`config.mk`:
```
export PLATFORM = sky130hd
export DESIGN_NAME = replay_window_rx
export DESIGN_NICKNAME = d
export VERILOG_FILES = /design/src/rtl/replay_window_rx.sv
export SDC_FILE = /design/constraint.sdc
export NUM_CORES = 1
export LEC_CHECK = 0
export BUFFER_PORTS_ARGS = -buffer_cell sky130_fd_sc_hd__buf_2
export CAP_MARGIN = 0
export CORE_MARGIN = 5
export CORE_UTILIZATION = 40
export DETAILED_ROUTE_END_ITERATION = 10
export PLACE_DENSITY_LB_ADDON = 0.05
export REMOVE_ABC_BUFFERS = 1
export SLEW_MARGIN = 20
export SYNTH_ARGS = -nofsm -noshare
export SYNTH_HDL_FRONTEND = slang
export SYNTH_SLANG_ARGS = --single-unit
```
`constraint.sdc`:
```
create_clock -name clk -period 6.1 [get_ports clk]
set_input_delay 0.305 -clock clk [delete_from_list [all_inputs] [get_ports clk]]
set_output_delay 0.305 -clock clk [all_outputs]
set_load 0.1 [all_outputs]
```
`src/rtl/replay_window_rx.sv`:
```
// Receive-side anti-replay checker: frames incoming bytes, extracts the sequence field
// and judges each frame against a sliding bitmap window of recently accepted sequences.
module replay_window_rx #(
  parameter int DATA_W    = 8,
  parameter int FRAME_LEN = 9,
  parameter int SEQ_POS   = 7,
  parameter int SEQ_BYTES = 2,
  parameter int WINDOW    = 32
) (
  input  logic                          clk,
  input  logic                          reset,
  input  logic [DATA_W-1:0]             data_in,
  input  logic                          rx_complete,
  input  logic                          frame_sync,
  input  logic                          error_clr,
  output logic                          seq_valid,
  output logic                          seq_accept,
  output logic                          replay_error,
  output logic                          stale_error,
  output logic [SEQ_BYTES*DATA_W-1:0]   last_seq,
  output logic [15:0]                   error_count
);

  localparam int SEQ_W = SEQ_BYTES * DATA_W;
  localparam int CNT_W = (FRAME_LEN > 1) ? $clog2(FRAME_LEN) : 1;
  localparam logic [CNT_W-1:0] LAST_IDX  = CNT_W'(FRAME_LEN - 1);
  localparam logic [CNT_W-1:0] SEQ_FIRST = CNT_W'(SEQ_POS);
  localparam logic [CNT_W-1:0] SEQ_LAST  = CNT_W'(SEQ_POS + SEQ_BYTES - 1);
  localparam logic [SEQ_W-1:0] WIN       = SEQ_W'(WINDOW);

  generate
    if (SEQ_POS + SEQ_BYTES > FRAME_LEN) begin : g_bad_seq_pos
      $error("replay_window_rx: sequence field extends past the end of the frame");
    end
    if (WINDOW < 1 || longint'(WINDOW) > (longint'(1) << (SEQ_W - 1))) begin : g_bad_window
      $error("replay_window_rx: WINDOW out of range for the sequence width");
    end
  endgenerate

  typedef enum logic {IDLE, VERIFY} state_e;

  state_e               state_q, state_d;
  logic [CNT_W-1:0]     byteCnt_q, byteCnt_d;
  logic [SEQ_W-1:0]     seqSr_q, seqSr_d;
  logic [WINDOW-1:0]    bitmap_q, bitmap_d;
  logic [SEQ_W-1:0]     lastSeq_q, lastSeq_d;
  logic                 haveSeq_q, haveSeq_d;
  logic                 valid_q, valid_d;
  logic                 accept_q, accept_d;
  logic                 replay_q, replay_d;
  logic                 stale_q, stale_d;
  logic [15:0]          errCnt_q, errCnt_d;

  logic [CNT_W-1:0]     idx;
  logic                 inSeq;
  logic [SEQ_W-1:0]     diff;
  logic [SEQ_W-1:0]     age;
  logic [WINDOW-1:0]    ageMask;

  always_ff @(posedge clk) begin
    if (reset) begin
      state_q   <= IDLE;
      byteCnt_q <= '0;
      seqSr_q   <= '0;
      bitmap_q  <= '0;
      lastSeq_q <= '0;
      haveSeq_q <= 1'b0;
      valid_q   <= 1'b0;
      accept_q  <= 1'b0;
      replay_q  <= 1'b0;
      stale_q   <= 1'b0;
      errCnt_q  <= '0;
    end else begin
      state_q   <= state_d;
      byteCnt_q <= byteCnt_d;
      seqSr_q   <= seqSr_d;
      bitmap_q  <= bitmap_d;
      lastSeq_q <= lastSeq_d;
      haveSeq_q <= haveSeq_d;
      valid_q   <= valid_d;
      accept_q  <= accept_d;
      replay_q  <= replay_d;
      stale_q   <= stale_d;
      errCnt_q  <= errCnt_d;
    end
  end

  always_comb begin
    state_d   = state_q;
    byteCnt_d = byteCnt_q;
    seqSr_d   = seqSr_q;
    bitmap_d  = bitmap_q;
    lastSeq_d = lastSeq_q;
    haveSeq_d = haveSeq_q;
    valid_d   = 1'b0;
    accept_d  = 1'b0;
    replay_d  = 1'b0;
    stale_d   = 1'b0;
    errCnt_d  = errCnt_q;

    // A byte arriving together with frame_sync is byte 0 of the new frame.
    idx     = frame_sync ? '0 : byteCnt_q;
    inSeq   = (idx >= SEQ_FIRST) && (idx <= SEQ_LAST);
    diff    = seqSr_q - lastSeq_q;
    age     = lastSeq_q - seqSr_q;
    ageMask = WINDOW'(1) << age;

    if (frame_sync) begin
      byteCnt_d = '0;
      seqSr_d   = '0;
    end
    if (rx_complete) begin
      byteCnt_d = (idx == LAST_IDX) ? '0 : idx + 1'b1;
      if (inSeq) seqSr_d = SEQ_W'({seqSr_d, data_in});
    end

    case (state_q)
      IDLE: begin
        if (rx_complete && idx == SEQ_LAST) state_d = VERIFY;
      end
      VERIFY: begin
        state_d = IDLE;
        valid_d = 1'b1;
        if (!haveSeq_q) begin
          accept_d  = 1'b1;
          lastSeq_d = seqSr_q;
          bitmap_d  = WINDOW'(1);
          haveSeq_d = 1'b1;
        end else if (diff == '0) begin
          replay_d = 1'b1;
        end else if (!diff[SEQ_W-1]) begin
          // Newer frame: slide the window forward, restarting it on a jump past its depth.
          accept_d  = 1'b1;
          lastSeq_d = seqSr_q;
          bitmap_d  = (diff >= WIN) ? WINDOW'(1) : ((bitmap_q << diff) | WINDOW'(1));
        end else if (age >= WIN) begin
          stale_d = 1'b1;
        end else if (|(bitmap_q & ageMask)) begin
          replay_d = 1'b1;
        end else begin
          accept_d = 1'b1;
          bitmap_d = bitmap_q | ageMask;
        end
      end
      default: state_d = IDLE;
    endcase

    // Counting off the registered pulse lets a clear coincident with it lose to the error.
    if (replay_q || stale_q) begin
      if (error_clr)                errCnt_d = 16'd1;
      else if (errCnt_q != 16'hFFFF) errCnt_d = errCnt_q + 16'd1;
    end else if (error_clr) begin
      errCnt_d = '0;
    end
  end

  assign seq_valid    = valid_q;
  assign seq_accept   = accept_q;
  assign replay_error = replay_q;
  assign stale_error  = stale_q;
  assign last_seq     = lastSeq_q;
  assign error_count  = errCnt_q;

endmodule
```
==> flow_metrics.tcl <==
set metrics [dict create \
    ys.warnings.count 0 \
    cp-start-kind "flip-flop" \
    fillCellCount 2065 \
    drt_pass1_iterations 5 \
    cts.repair.resized 0 \
    final_antenna_net_count 0 \
    syn_area_um2 8215 \
    grt_pass1_vias 7614 \
    fin_worst_skew_ns 0.01287 \
    clock-sinks 90 \
    layout_common_cells "nor2_1, nand2_1, dfxtp_1" \
    rsz0062_at_grt "no" \
    layout_commonest_cell "nor2_1" \
    period_needed_ns 4.670 \
    outcome "completed" \
    nets 1119 \
    post_drt_wl_per_cell_um 20.45 \
    critical_path_required_ns 6.31 \
    place_hpwl_um 20650 \
    wl_um 27530 \
    slew_headroom_pct 34.86 \
    syn_area_per_cell_um2 7.685 \
    synth_cell_types 97 \
    worst_slew_pin_slew_ns 0.9723 \
    ys_async_sr_fraction_pct 0 \
    syn_to_final_growth_pct 8.757 \
    synth_cells 1069 \
    drive_above_1_share_pct 15.52 \
    grt_pass1_wl_um 43850 \
    peakVddDrop_mv 0.1224 \
    cts_max_level 3 \
    timing.hold.worst.class "primary input to flip-flop" \
    drv_cap 0 \
    synth_edf_count 0 \
    post-cts-setup-buffers 0 \
    numCtsBuffers 9 \
    ys_ff_latch 90 \
    cp.arrival_ns 4.88 \
    cp_top_family "compound AO/OA/AOI/OAI gates" \
    grt_antenna_before_repair 0 \
    vias 8062 \
    fin_hold_ws_ns 0.1721 \
    p_sw_share_pct 23.91 \
    p_per_area_nw_per_um2 137.2 \
    critPathKind "flip-flop to flip-flop" \
    hold_viol_final 0 \
    crit_fanout 16 \
    cts_buffer_depth 2 \
    worst_slack_ns 1.430 \
    gp_congestion 0.8901 \
    seq_power_share_pct 48.0 \
    reg2reg_slack_ns 1.43 \
    p_switching_w 0.0002931 \
    numPortBuffers 48 \
    cts.clk_slew.worst_paths_ns 0.07 \
    grtUsageTotal_pct 22.96 \
    clkPwrFrac_pct 50.1 \
    comb_power_share_pct 2.0 \
    synth-seq-area-share_pct 21.93 \
    crit_slowest_cell "ha_1" \
    die_area_um2 23500 \
    setup-violations-final 0 \
    drcViolationCount 0 \
    fmax_mhz 214.1 \
    postCtsHoldBufs 0 \
    worstHoldStart "data_in[5]" \
    clk_latency_ns 0.36 \
    p_int_w 0.0009329 \
    die_w_um 153.3 \
    initial_core_util_pct 40.60 \
    core_um2 20230 \
    fp.dieH_um 153.3 \
    antenna-diode-count 0 \
    r2r_start "last_seq[2]" \
    grt_overflow_total 0 \
    path_buf_inv 2 \
    fin_crit_sh_pct 76.56 \
    cp-end-kind "flip-flop" \
    io_pins 49 \
    grt_max_degree 44 \
    cellLeakagePower_nw 3.429 \
    cts-root-buf "clkbuf_16" \
    yosys_most_used_dff "dfxtp_1" \
    crit_chain "inv_1, ha_1, a211oi_1, or4_4, a311oi_2, o21ai_1, a211oi_2, nand4_2, o21ai_2, or2_1, buf_4, o32ai_2" \
    tns_ns 0 \
    rows 52 \
    dr.first_iter.drc_count 730 \
    crit_start "last_seq[2]" \
    drv_slew 0 \
    slowest_delay_ns 0.75 \
    viasPerCell 5.990 \
    cts_tree "built" \
    dp_slack_ns 1.567 \
]
-- metal layers --
layer  vias up  GRT usage [%]  routed length [um]
met5         -              0                   0
met4         0          5.770                 501
met3        38          4.100                1801
met2       284          33.28               11570
met1      3798          34.89               13660
li1       3942              -                   -
-- flip-flops by register name, summed over array words and instances, names as in the netlist --
signal,flops
bitmap_q,32
byteCnt_q,4
error_count,16
haveSeq_q,1
last_seq,16
replay_error,1
seqSr_q,16
seq_accept,1
seq_valid,1
stale_error,1
state_q,1
-- power groups by stage --
stage / combinational, W / sequential (W) / clock (W)
floorplan: 0.00000903 / 0.000602 / 0
global placement: 0.0000244 / 0.000602 / 0
detailed placement: 0.0000242 / 0.000602 / 0
CTS: 0.0000242 / 0.000588 / 0.000630
global route: 0.0000267 / 0.000588 / 0.000661
finish: 0.0000242 / 0.000588 / 0.000614
-- cell usage after synthesis, types with 12 or more instances --
cell type,number,area [um^2]
nor2_1,128,480.5
a21o_1,16,120.1
xnor2_1,19,166.4
mux2_2,15,168.9
dfxtp_1,90,1802
nand4_1,29,181.4
a21oi_1,70,350.3
ha_1,33,412.9
a211oi_1,12,90.09
o21ai_0,54,270.3
nand3_1,28,140.1
clkbuf_1,45,168.9
buf_2,13,65.06
nor3_1,32,160.2
inv_1,58,217.7
xor2_1,15,131.4
mux2i_1,59,590.6
nand2_1,96,360.4
-- logic make-up (layout without fill, tap and decap cells) --
family / count (synthesis) / after routing / synth area share [%]
AO/OA/AOI/OAI: 302 / 302 / 27.09
XOR/XNOR: 37 / 37 / 4.356
AND/OR/NAND/NOR: 390 / 390 / 22.75
buffers and inverters: 134 / 141 / 7.189
adder cells (fa/ha/maj): 35 / 35 / 5.513
flip-flops: 90 / 90 / 21.93
multiplexers: 81 / 81 / 11.16
-- stage by stage --
step                power (W)  instance area, um^2  util [%]  instances
floorplan           0.0006108                 7850         -        995
global placement    0.0006263                 8602     42.51       1330
detailed placement  0.0006261                 8602     42.51       1330
CTS                  0.001242                 8924     44.10       1346
global route         0.001275                 8935     44.16       1346
finish               0.001226                 8935     44.16       1346
-- path summary, 6_finish.rpt --
kind,end,cells past startpoint
worst max-delay path,bitmap_q[30],12
worst max register to register,bitmap_q[30],12
worst min register to register,bitmap_q[9],2
worst min-delay path,seqSr_q[5],3
-- worst min-delay path, delay by kind of cell --
| kind | cells | cell delay [ns] |
|---|---|---|
| buf+inv | 1 | 0.07 |
| compound gates | 1 | 0.05 |
| simple gates | 1 | 0.07 |
-- final cells by class --
cell class	instances	area [um^2]	area share, %
Inverter	60	225.2	2.521
Sequential cell	90	1802	20.17
Tap cell	270	337.8	3.781
Clock inverter	6	82.58	0.9242
Multi-Input combinational cell	845	5881	65.82
Timing Repair Buffer	65	367.9	4.117
Clock buffer	10	239.0	2.675
Note: power is estimated with default switching activity, not from simulation.
